**config.mk**
```make
export PLATFORM = sky130hd
export DESIGN_NAME = alu_arbiter
export DESIGN_NICKNAME = d
export VERILOG_FILES = /design/src/rtl/alu_pkg.sv /design/src/rtl/alu.sv /design/src/rtl/alu_arbiter.sv
export SDC_FILE = /design/constraint.sdc
export NUM_CORES = 1
export LEC_CHECK = 0
export CAP_MARGIN = 25
export CELL_PAD_IN_SITES_DETAIL_PLACEMENT = 0
export CELL_PAD_IN_SITES_GLOBAL_PLACEMENT = 2
export CORE_AREA = 2 2 212 214
export CTS_CLUSTER_DIAMETER = 40
export DETAILED_ROUTE_END_ITERATION = 10
export DIE_AREA = 0 0 214 216
export GPL_TIMING_DRIVEN = 1
export PLACE_DENSITY_LB_ADDON = 0.1
export REMOVE_ABC_BUFFERS = 1
export SLEW_MARGIN = 20
export SYNTH_ARGS = -nofsm -noshare
export SYNTH_HDL_FRONTEND = slang
export SYNTH_SLANG_ARGS = --single-unit
```
**constraint.sdc**
```tcl
create_clock -name clk -period 14.7 [get_ports clk]
set_clock_uncertainty 0.2 [all_clocks]
set_input_delay 2.205 -clock clk [delete_from_list [all_inputs] [get_ports clk]]
set_output_delay 2.205 -clock clk [all_outputs]
set_load 0.02 [all_outputs]
```
**src/rtl/alu_pkg.sv**
```systemverilog
`default_nettype none
// ============================================================================
// Module      : alu_pkg
// Description : Shared ALU op-code constants and the requester index type
//               used by the ALU and the two-requester ALU arbiter.
// Revision    : 1.0 - initial release
// ============================================================================
package alu_pkg;

    // ALU control codes (4-bit encoding; any other code passes operand a)
    localparam logic [3:0] c_OP_AND   = 4'b0000;
    localparam logic [3:0] c_OP_OR    = 4'b0001;
    localparam logic [3:0] c_OP_ADD   = 4'b0010;
    localparam logic [3:0] c_OP_SUB   = 4'b0110;
    localparam logic [3:0] c_OP_PASSB = 4'b0111;

    // Requester index; also the encoding of the round-robin pointer
    typedef enum logic {
        REQ_0 = 1'b0,
        REQ_1 = 1'b1
    } req_id_e;

endpackage : alu_pkg
`default_nettype wire

```
**src/rtl/alu.sv**
```systemverilog
`default_nettype none
// ============================================================================
// Module      : alu
// Description : 64-bit combinational ALU. AND, OR, ADD, SUB (modulo 2^64),
//               pass-b; every other control code passes operand a.
// Ports       : a, b        - 64-bit operands
//               ALUControl  - N-bit control code (op codes from alu_pkg)
//               result      - 64-bit result
//               zero        - high iff result == 0
// Revision    : 1.0 - initial release
// ============================================================================
module alu
    import alu_pkg::*;
#(
    parameter int N = 4
) (
    input  logic [63:0]  a,
    input  logic [63:0]  b,
    input  logic [N-1:0] ALUControl,
    output logic [63:0]  result,
    output logic         zero
);

    always_comb begin
        result = a;
        case (ALUControl)
            N'(c_OP_AND):   result = a & b;
            N'(c_OP_OR):    result = a | b;
            N'(c_OP_ADD):   result = a + b;   // carry discarded
            N'(c_OP_SUB):   result = a - b;   // borrow discarded
            N'(c_OP_PASSB): result = b;
            default:        result = a;
        endcase
    end

    assign zero = (result == 64'd0);

endmodule : alu
`default_nettype wire

```
**src/rtl/alu_arbiter.sv**
```systemverilog
`default_nettype none
// ============================================================================
// Module      : alu_arbiter
// Description : Shares one ALU between two requesters with round-robin
//               arbitration and a single-entry registered response stage.
//               A new request is accepted whenever the response stage is
//               empty or being drained in the same cycle, giving one
//               operation per cycle under sustained load.
// Ports       : clk, reset            - clock, synchronous active-high reset
//               req_valid/req_ready   - per-requester handshake (bit i = req i)
//               a0,b0,op0 / a1,b1,op1 - requester operands and ALU op code
//               rsp_valid/rsp_ready   - response handshake
//               rsp_result, rsp_zero  - registered ALU result and zero flag
//               rsp_id                - requester that issued the response
// Revision    : 1.0 - initial release
// ============================================================================
module alu_arbiter
    import alu_pkg::*;
#(
    parameter int N = 4
) (
    input  logic         clk,
    input  logic         reset,
    input  logic [1:0]   req_valid,
    output logic [1:0]   req_ready,
    input  logic [63:0]  a0,
    input  logic [63:0]  b0,
    input  logic [N-1:0] op0,
    input  logic [63:0]  a1,
    input  logic [63:0]  b1,
    input  logic [N-1:0] op1,
    output logic         rsp_valid,
    input  logic         rsp_ready,
    output logic [63:0]  rsp_result,
    output logic         rsp_zero,
    output logic         rsp_id
);

    // Registered state
    logic        r_rsp_valid;
    logic [63:0] r_rsp_result;
    logic        r_rsp_zero;
    req_id_e     r_rsp_id;
    req_id_e     r_prio;        // requester favoured on the next contended cycle

    // Combinational
    logic        w_can_accept;
    logic        w_accept;
    req_id_e     w_grant;
    logic [63:0] w_alu_a;
    logic [63:0] w_alu_b;
    logic [N-1:0] w_alu_op;
    logic [63:0] w_alu_result;
    logic        w_alu_zero;

    // Stage is free when empty, or when its current content leaves this cycle
    assign w_can_accept = !r_rsp_valid || rsp_ready;

    // Grant selection: a lone requester wins outright; contention goes to
    // the pointer.
    always_comb begin
        w_grant = REQ_0;
        if (req_valid == 2'b11) begin
            w_grant = r_prio;
        end else if (req_valid[1]) begin
            w_grant = REQ_1;
        end
    end

    // Reset masks the accept so neither the pointer nor a requester sees a
    // handshake while the block is held in reset.
    assign w_accept = (|req_valid) && w_can_accept && !reset;

    always_comb begin
        req_ready = 2'b00;
        if (w_accept) begin
            if (w_grant == REQ_1) begin
                req_ready = 2'b10;
            end else begin
                req_ready = 2'b01;
            end
        end
    end

    // Operand mux in front of the shared ALU
    assign w_alu_a  = (w_grant == REQ_1) ? a1  : a0;
    assign w_alu_b  = (w_grant == REQ_1) ? b1  : b0;
    assign w_alu_op = (w_grant == REQ_1) ? op1 : op0;

    alu #(
        .N (N)
    ) u_alu (
        .a          (w_alu_a),
        .b          (w_alu_b),
        .ALUControl (w_alu_op),
        .result     (w_alu_result),
        .zero       (w_alu_zero)
    );

    always_ff @(posedge clk) begin
        if (reset) begin
            r_rsp_valid  <= 1'b0;
            r_rsp_result <= 64'd0;
            r_rsp_zero   <= 1'b0;
            r_rsp_id     <= REQ_0;
            r_prio       <= REQ_0;
        end else if (w_accept) begin
            // Accept wins over a concurrent drain: the stage is refilled
            r_rsp_valid  <= 1'b1;
            r_rsp_result <= w_alu_result;
            r_rsp_zero   <= w_alu_zero;
            r_rsp_id     <= w_grant;
            r_prio       <= (w_grant == REQ_0) ? REQ_1 : REQ_0;
        end else if (rsp_ready) begin
            r_rsp_valid  <= 1'b0;
        end
    end

    assign rsp_valid  = r_rsp_valid;
    assign rsp_result = r_rsp_result;
    assign rsp_zero   = r_rsp_zero;
    assign rsp_id     = r_rsp_id;

endmodule : alu_arbiter
`default_nettype wire

```
# After elaboration in Yosys (flattened, before gate mapping)

Cells that the tools add are included.

Bits in registers: 68
Word-level logic and storage cells: 34
Output and inout port bits: 69

Multiplexer cells: 11
Equality and inequality tests: 5
Bitwise logic cells: 2
Add/sub/neg operators: 2
Reductions and logical operators: 9

Operators with widths:

| cell                                           | number |
|---|---|
| one-hot mux 64 bit (5 select lines)            | 1 |
| two-way mux 64 bit                             | 2 |
| adder 64 bit                                   | 1 |
| bitwise AND 64 bit                             | 1 |
| logical NOT 64 bit                             | 1 |
| bitwise OR 64 bit                              | 1 |
| subtractor 64 bit                              | 1 |
| == test 4 x 3 -> 1 bit (second input constant) | 2 |
| two-way mux 1 bit                              | 5 |
| == test 4 x 1 -> 1 bit (second input constant) | 1 |
| == test 4 x 2 -> 1 bit (second input constant) | 1 |
| logical NOT 4 bit                              | 1 |
| two-way mux 2 bit                              | 2 |
| two-way mux 4 bit                              | 1 |
| == test 2 bit (second input constant)          | 1 |
| logical AND 1 bit                              | 2 |
| logical NOT 1 bit                              | 2 |
| nonzero test 2 bit                             | 1 |
| OR reduction 2 bit                             | 1 |
| logical OR 1 bit                               | 1 |

# Depth between registers and ports, before layout

Gate-level depths: netlist (run 1).

Depth in word-level cells: 6
Gate-level depth with buffers: 31

# By module

Synthesis (run 1) repeated with hierarchy kept, for this count alone.

Cells, all modules: 1625
Area total of the unflattened synthesis: 11984.0 sq um

By module, submodules not included:

| module      | instances | cells an instance | seq. area each (sq um) | area each (sq um) |
|---|---|---|---|---|
| alu         | 1         | 1253              | 0.0                    | 7734.9 |
| alu_arbiter | 1         | 372               | 1361.3                 | 4249.1 |

# Worst setup path before layout (run 1)

No wires, ideal clock.

Path type: input -> register
Start: input port req_valid[0]
End: register r_rsp_zero, in the netlist rsp_zero
Path slack: 6649 ps
Required time: 14416 ps
Arrival: 7767 ps
Buffers on the path: 8
Stages on the path: 27
Cell sequence: and2b_1 -> buf_2 -> nor2_2 -> buf_4 -> o21a_1 -> buf_2 -> buf_1 -> clkbuf_1 -> nor2_1 -> clkbuf_1 -> buf_1 -> nor2_1 -> xor2_1 -> ha_1 -> buf_2 -> nand4_1 -> or4_1 -> o32ai_2 -> o21ai_1 -> nor3b_2 -> nor4bb_1 -> o31ai_1 -> nand2_1 -> o21ai_0 -> or4b_1 -> or4_1 -> o31ai_2

Word-level cells in the longest chain between the ends: 6
Elaborated cells between the ends (all ways): 19
Classes of those cells: 2 x add/sub; 5 x eq/ne; 5 x mux; 2 x bitwise; 5 x reduce/logical

RTL lines:

| what                                             | line               | text |
|---|---|---|
| from (decl)                                      | alu_arbiter.sv:24  | `input logic [1:0] req_valid,` |
| == test 2 bit                                    | alu_arbiter.sv:63  | `if (req_valid == 2'b11) begin` |
| two-way mux 1 bit                                | alu_arbiter.sv:63  |  |
| two-way mux 64 bit, or another cell as far along | alu_arbiter.sv:86  | `assign w_alu_a = (w_grant == REQ_1) ? a1 : a0;` |
| subtractor 64 bit, or another cell as far along  | alu.sv:30          | `N'(c_OP_SUB): result = a - b;` |
| one-hot mux 64 bit (5 select lines)              | alu.sv:26          | `case (ALUControl)` |
| logical NOT 64 bit                               | alu.sv:36          | `assign zero = (result == 64'd0);` |
| to (signal assigned)                             | alu_arbiter.sv:111 | `r_rsp_zero <= w_alu_zero;` |
| to (decl)                                        | alu_arbiter.sv:42  | `logic r_rsp_zero;` |

Parallel ways exist; a longest one is shown, timed or not.
A chain may end at the register's enable or synchronous reset.

# Final worst setup path (run 1)

Same ends and word-level chain as after synthesis.

==> impl_metrics.env, run 1 <==
export IMPL_synth_simple_gate_area_share=0.275
export IMPL_dp_cells=2756
export IMPL_final_cell_mix="clkdlybuf4s50_1, nand2_1, o21ai_0"
export IMPL_wl_per_cell_um=26.0
export IMPL_status="finished, final reports clean"
export IMPL_synth_warnings=0
export IMPL_drc=0
export IMPL_finalSetupViolCount=0
export IMPL_power_frac_clock=0.155
export IMPL_final_nets=2508
export IMPL_ys_ff_latch=68
export IMPL_netlist_area_mm2=0.0126
export IMPL_grt_setup_unrepaired="no"
export IMPL_crit_arrival_ps=10930
export IMPL_worst_slack_ps=3890
export IMPL_tightest_slew_ps=1040
export IMPL_muxShareOfSynthArea=0.0742
export IMPL_timing_hold_ws_ps=256
export IMPL_comb_power_share=0.686
export IMPL_wl_um=72100
export IMPL_dieArea_mm2=0.0462
export IMPL_synthAdderAreaFrac=0.0632
export IMPL_critPathKind="primary input to register"
export IMPL_max_stage_delay_ps=780
export IMPL_core_mm2=0.0438
export IMPL_grt_use_total=0.303
export IMPL_relSlewSlack=0.307
export IMPL_path_cells="clkdlybuf4s50_1 > nand2b_2 > buf_4 > nand2_8 > buf_4 > mux2i_4 > nor2_4 > nor2_1 > xnor2_1 > fa_1 > nand2b_1 > a2111oi_0 > a211oi_2 > xor2_1 > o221ai_1 > a2111oi_0 > nand4_1 > a211oi_1 > o2111ai_1 > nor4_1 > nand4_1 > or4_1 > o31ai_2"
export IMPL_synth_top_family_by_area="compound AO/OA/AOI/OAI gates"
export IMPL_power_density_mw_per_mm2=84.1
export IMPL_synthDistinctLibCells=90
export IMPL_p_int_mw=0.687
export IMPL_drv_slew=0
export IMPL_cts_tree="built"
export IMPL_dpl_worst_slack_ps=3430
export IMPL_cts_buffers=9
export IMPL_p_sw_mw=0.719
export IMPL_via_count=16200
export IMPL_r2r_setup_slack_ps=5820
export IMPL_tns_ps=0
export IMPL_port_buffers=337
export IMPL_cts_root_buffer="clkbuf_16"
export IMPL_vdd_drop_max_mv=0.0627
export IMPL_cts_htree_levels=3
export IMPL_crit_required_ps=14820
export IMPL_worstSetupStartpointType="primary input"
export IMPL_min_path_type="register to register"
export IMPL_critPathBufInv=3
export IMPL_final_common_cell="clkdlybuf4s50_1"
export IMPL_syn_area_per_cell_um2=6.55
export IMPL_clock_sinks=68
export IMPL_p_leak_nw=6.63
export IMPL_drive_above_1_share=0.0527
export IMPL_gp_congestion=0.958
export IMPL_dr_pass1_iters=6
export IMPL_layout_cells_non_filler=2775
export IMPL_synth_edf_count=0
export IMPL_seqPwrFrac=0.159
export IMPL_p_sw_frac=0.511
export IMPL_yosysTopAreaCell="dfxtp_1"
export IMPL_slowest_stage="a211oi_1"
export IMPL_drv_cap=0
export IMPL_synth_flop_cell="dfxtp_1"
export IMPL_min_period_ps=10810
export IMPL_via_per_inst=5.85
export IMPL_yosysTopAreaCellShare=0.108
export IMPL_path_max_fanout=43
export IMPL_area_growth_pct=32.7
export IMPL_async_flop_share=0
export IMPL_clock_path_buffers=2
export IMPL_hpwl_um=56300
export IMPL_hold_viol=0
export IMPL_grt_pass1_wl_um=105000
export IMPL_grt_max_degree=67
export IMPL_path_clk_slew_ps=60
export IMPL_cts_setup_buffers=0
export IMPL_grt_remaining_overflow=0
export IMPL_postRouteAntennaNets=0
export IMPL_fillers=4755
export IMPL_timing_final_crit_share=0.736
export IMPL_netlist_instances=1924
export IMPL_cts_hold_buf=0
export IMPL_grt_pass1_vias=16100
export IMPL_synth_compound_area_share=0.336
export IMPL_crit_family="compound AO/OA/AOI/OAI gates"
export IMPL_rows=77
export IMPL_synth_area_leaders="dfxtp_1, o21ai_0, nand2_1"
export IMPL_drtIter0Drc=1511
export IMPL_antenna_found_initial=2
export IMPL_fin_util=0.381
export IMPL_seq_area_frac_synth=0.108
export IMPL_die_w_um=214
export IMPL_postCtsResizedCells=0
export IMPL_synth_xor_area_frac=0.0779
export IMPL_dieHeight_um=216
export IMPL_max_clock_freq_mhz=92.5
export IMPL_ios=338
export IMPL_cp_end_kind="register"
export IMPL_start_util=0.287
export IMPL_clk_latency_ps=400
-- registers in the layout, indices dropped and copies added, names as in the netlist --
name and flops:
rsp_valid 1, r_prio 1, rsp_result 64, rsp_id 1
rsp_zero 1
-- stage by stage --
stage | total power [mW] | instance area (µm²)
5_1_grt | 1.48 | 16700
2_1_floorplan | 0.786 | 12000
4_1_cts | 1.40 | 16700
6_report | 1.41 | 16700
3_5_place_dp | 1.17 | 16400
3_3_place_gp | 1.18 | 16400
-- tightest hold or removal path: stages, from the launching register on --
cell,delay (ps)
dfxtp_1,310
nand3_1,60
nand2_1,50
-- synth_stat cells (17+ instances only) --
| cell type | count |
|---|---|
| xor2_1 | 62 |
| dfxtp_1 | 68 |
| o21ai_0 | 208 |
| and3_1 | 25 |
| a21o_1 | 27 |
| clkbuf_1 | 76 |
| a21oi_1 | 194 |
| buf_2 | 35 |
| nand3_1 | 93 |
| mux2_2 | 24 |
| nor2_1 | 139 |
| nor3_1 | 28 |
| nand2_1 | 271 |
| nand4_1 | 43 |
| nor2b_1 | 17 |
| xnor2_1 | 50 |
| mux2i_1 | 65 |
| a211oi_1 | 31 |
| inv_1 | 56 |
| nor4_1 | 20 |
| ha_1 | 62 |
-- metal layers --
metal  track usage  up-vias  share of wire  wire length, µm
met5             0        -        0.00018               13
met4         0.119        2          0.032             2340
met2         0.500      651           0.46            33200
met1         0.396     7877           0.45            32300
li1              -     7601              -                -
met3        0.0437      112          0.058             4210
-- power groups by stage --
stage	combinational [mW]	sequential [mW]	clock, mW
floorplan	0.530	0.256	0
global placement	0.950	0.227	0
detailed placement	0.945	0.228	0
CTS	0.951	0.224	0.223
global route	1.03	0.227	0.225
finish	0.964	0.224	0.217
-- logic make-up (layout without fill, tap and decap cells) --
logic type / Yosys count / in the layout
fa+ha+maj: 63 / 63
mux: 90 / 90
other cells: 0 / 2
buf+inv: 190 / 447
simple gates: 724 / 724
xor+xnor: 112 / 112
flops: 68 / 68
compound gates: 677 / 677
-- path summary, 6_finish.rpt --
kind | startpoint | end | cells past startpoint
setup reg to reg | r_prio | rsp_zero | 22
hold reg to reg | rsp_result[10] | rsp_result[10] | 2
hold / removal | rsp_result[10] | rsp_result[10] | 2
setup / recovery | req_valid[0] | rsp_zero | 23
-- final cells by class --
cell class                      count  area, µm²  area share
Antenna cell                        2       5.00    0.000299
Clock buffer                       12        236      0.0141
Clock inverter                      4       26.3     0.00157
Inverter                           57        214      0.0128
Multi-Input combinational cell   1666      10500       0.627
Sequential cell                    68       1360      0.0814
Tap cell                          592        741      0.0443
Timing Repair Buffer              374       3650       0.218
Power figures use the tool's default switching activity.
==> inputs of run 2 (changes only) <==
- CORE_AREA: 2 2 212 214 -> 2 2 233 235
- DIE_AREA: 0 0 214 216 -> 0 0 235 237
- clock period: 14.7 -> 9.3 ns (I/O delays scaled with it)
==> impl_metrics.env, run 2 (same netlist as run 1, synthesis figures left out) <==
export IMPL_status="finished, final reports clean"
export IMPL_vdd_drop_max_mv=0.0742
export IMPL_wl_per_cell_um=25.7
export IMPL_grt_setup_unrepaired="no"
export IMPL_grt_remaining_overflow=0
export IMPL_path_max_fanout=6
export IMPL_port_buffers=337
export IMPL_clk_latency_ps=400
export IMPL_place_area_mm2=0.0174
export IMPL_die_w_um=235
export IMPL_relSlewSlack=0.400
export IMPL_min_path_type="register to register"
export IMPL_p_leak_nw=7.23
export IMPL_cts_root_buffer="clkbuf_16"
export IMPL_drive_above_1_share=0.0988
export IMPL_drv_cap=0
export IMPL_area_growth_pct=41.3
export IMPL_final_nets=2615
export IMPL_cp_end_kind="register"
export IMPL_power_density_mw_per_mm2=139
export IMPL_crit_required_ps=9420
export IMPL_tightest_slew_ps=900
export IMPL_final_common_cell="clkdlybuf4s50_1"
export IMPL_antenna_found_initial=1
export IMPL_grt_pass1_wl_um=110000
export IMPL_critPathKind="primary input to register"
export IMPL_drc=0
export IMPL_worst_slack_ps=496
export IMPL_dr_pass1_iters=7
export IMPL_dieHeight_um=237
export IMPL_gp_congestion=0.981
export IMPL_antennaDiodeCount=0
export IMPL_max_stage_delay_ps=530
export IMPL_timing_final_crit_share=0.947
export IMPL_core_mm2=0.0533
export IMPL_via_count=16400
export IMPL_cts_buffers=9
export IMPL_max_clock_freq_mhz=114
export IMPL_start_util=0.236
export IMPL_total_power_mw=2.48
export IMPL_worstSetupStartpointType="primary input"
export IMPL_layout_cells_non_filler=2984
export IMPL_tns_ps=0
export IMPL_cts_tree="built"
export IMPL_hold_viol=0
export IMPL_grt_use_total=0.267
export IMPL_grt_max_degree=67
export IMPL_cts_htree_levels=3
export IMPL_grt_pass1_vias=16100
export IMPL_hpwl_um=61400
export IMPL_final_area_mm2=0.0178
export IMPL_rows=85
export IMPL_dieArea_mm2=0.0557
export IMPL_final_cell_mix="clkdlybuf4s50_1, nand2_1, o21ai_0"
export IMPL_cts_setup_buffers=0
export IMPL_slowest_stage="clkdlybuf4s50_1"
export IMPL_largest_register_ffs=64
export IMPL_crit_arrival_ps=8930
export IMPL_postRouteAntennaNets=0
export IMPL_clock_sinks=68
export IMPL_drv_slew=0
export IMPL_wl_um=76700
export IMPL_clock_path_buffers=2
export IMPL_dpl_worst_slack_ps=-133
export IMPL_dp_cells=2968
export IMPL_min_period_ps=8800
export IMPL_via_per_inst=5.49
export IMPL_finalSetupViolCount=0
export IMPL_path_clk_slew_ps=70
export IMPL_drtIter0Drc=1327
export IMPL_ios=338
==> run 2: final timing paths <==
check | startpoint | to | slack, ps | cells past startpoint
hold / removal | rsp_result[47] | rsp_result[47] | 260 | 2
hold reg to reg | rsp_result[47] | rsp_result[47] | 260 | 2
setup reg to reg | r_prio | rsp_zero | 1600 | 28
setup / recovery | req_valid[0] | rsp_zero | 500 | 29
==> run 2: cell type report <==
class | instances | area (µm²)
Fill cell | 5770 | 35500
Multi-Input combinational cell | 1666 | 10500
Clock inverter | 6 | 159
Sequential cell | 68 | 1360
Timing Repair Buffer | 481 | 4490
Inverter | 57 | 214
Tap cell | 696 | 871
Clock buffer | 10 | 229
==> run 2: per-stage QoR <==
step                utilization  hold WS, ps
global route              0.334          277
detailed placement        0.327          245
global placement          0.327          243
floorplan                     -          284
finish                    0.334          256
CTS                       0.334          262
==> run 2: worst max-delay path, delay by kind of cell <==
kind | cells | cell delay, ps
xor+xnor | 1 | 160
fa+ha+maj | 1 | 390
compound gates | 9 | 2530
buf+inv | 4 | 1170
simple gates | 14 | 3250
==> run 2: timing repair <==
action                                  CTS  global route
hold buffers                              0             0
resized for setup                         0             3
endpoints found under the setup margin    0             1
==> run 2: per-layer routing <==
metal / wire length (µm) / track usage / vias up / share of wire
li1: - / - / 7837 / -
met1: 36000 / 0.365 / 7846 / 0.47
met2: 34600 / 0.435 / 632 / 0.45
met3: 4390 / 0.0409 / 77 / 0.057
met4: 1700 / 0.0706 / 0 / 0.022
met5: 0 / 0 / - / 0
==> run 2: power by group <==
group          internal (mW)  switching [mW]  total (mW)
Sequential             0.332          0.0213       0.353
Clock                  0.318           0.181       0.499
Combinational          0.647           0.982        1.63
Total                   1.30            1.18        2.48
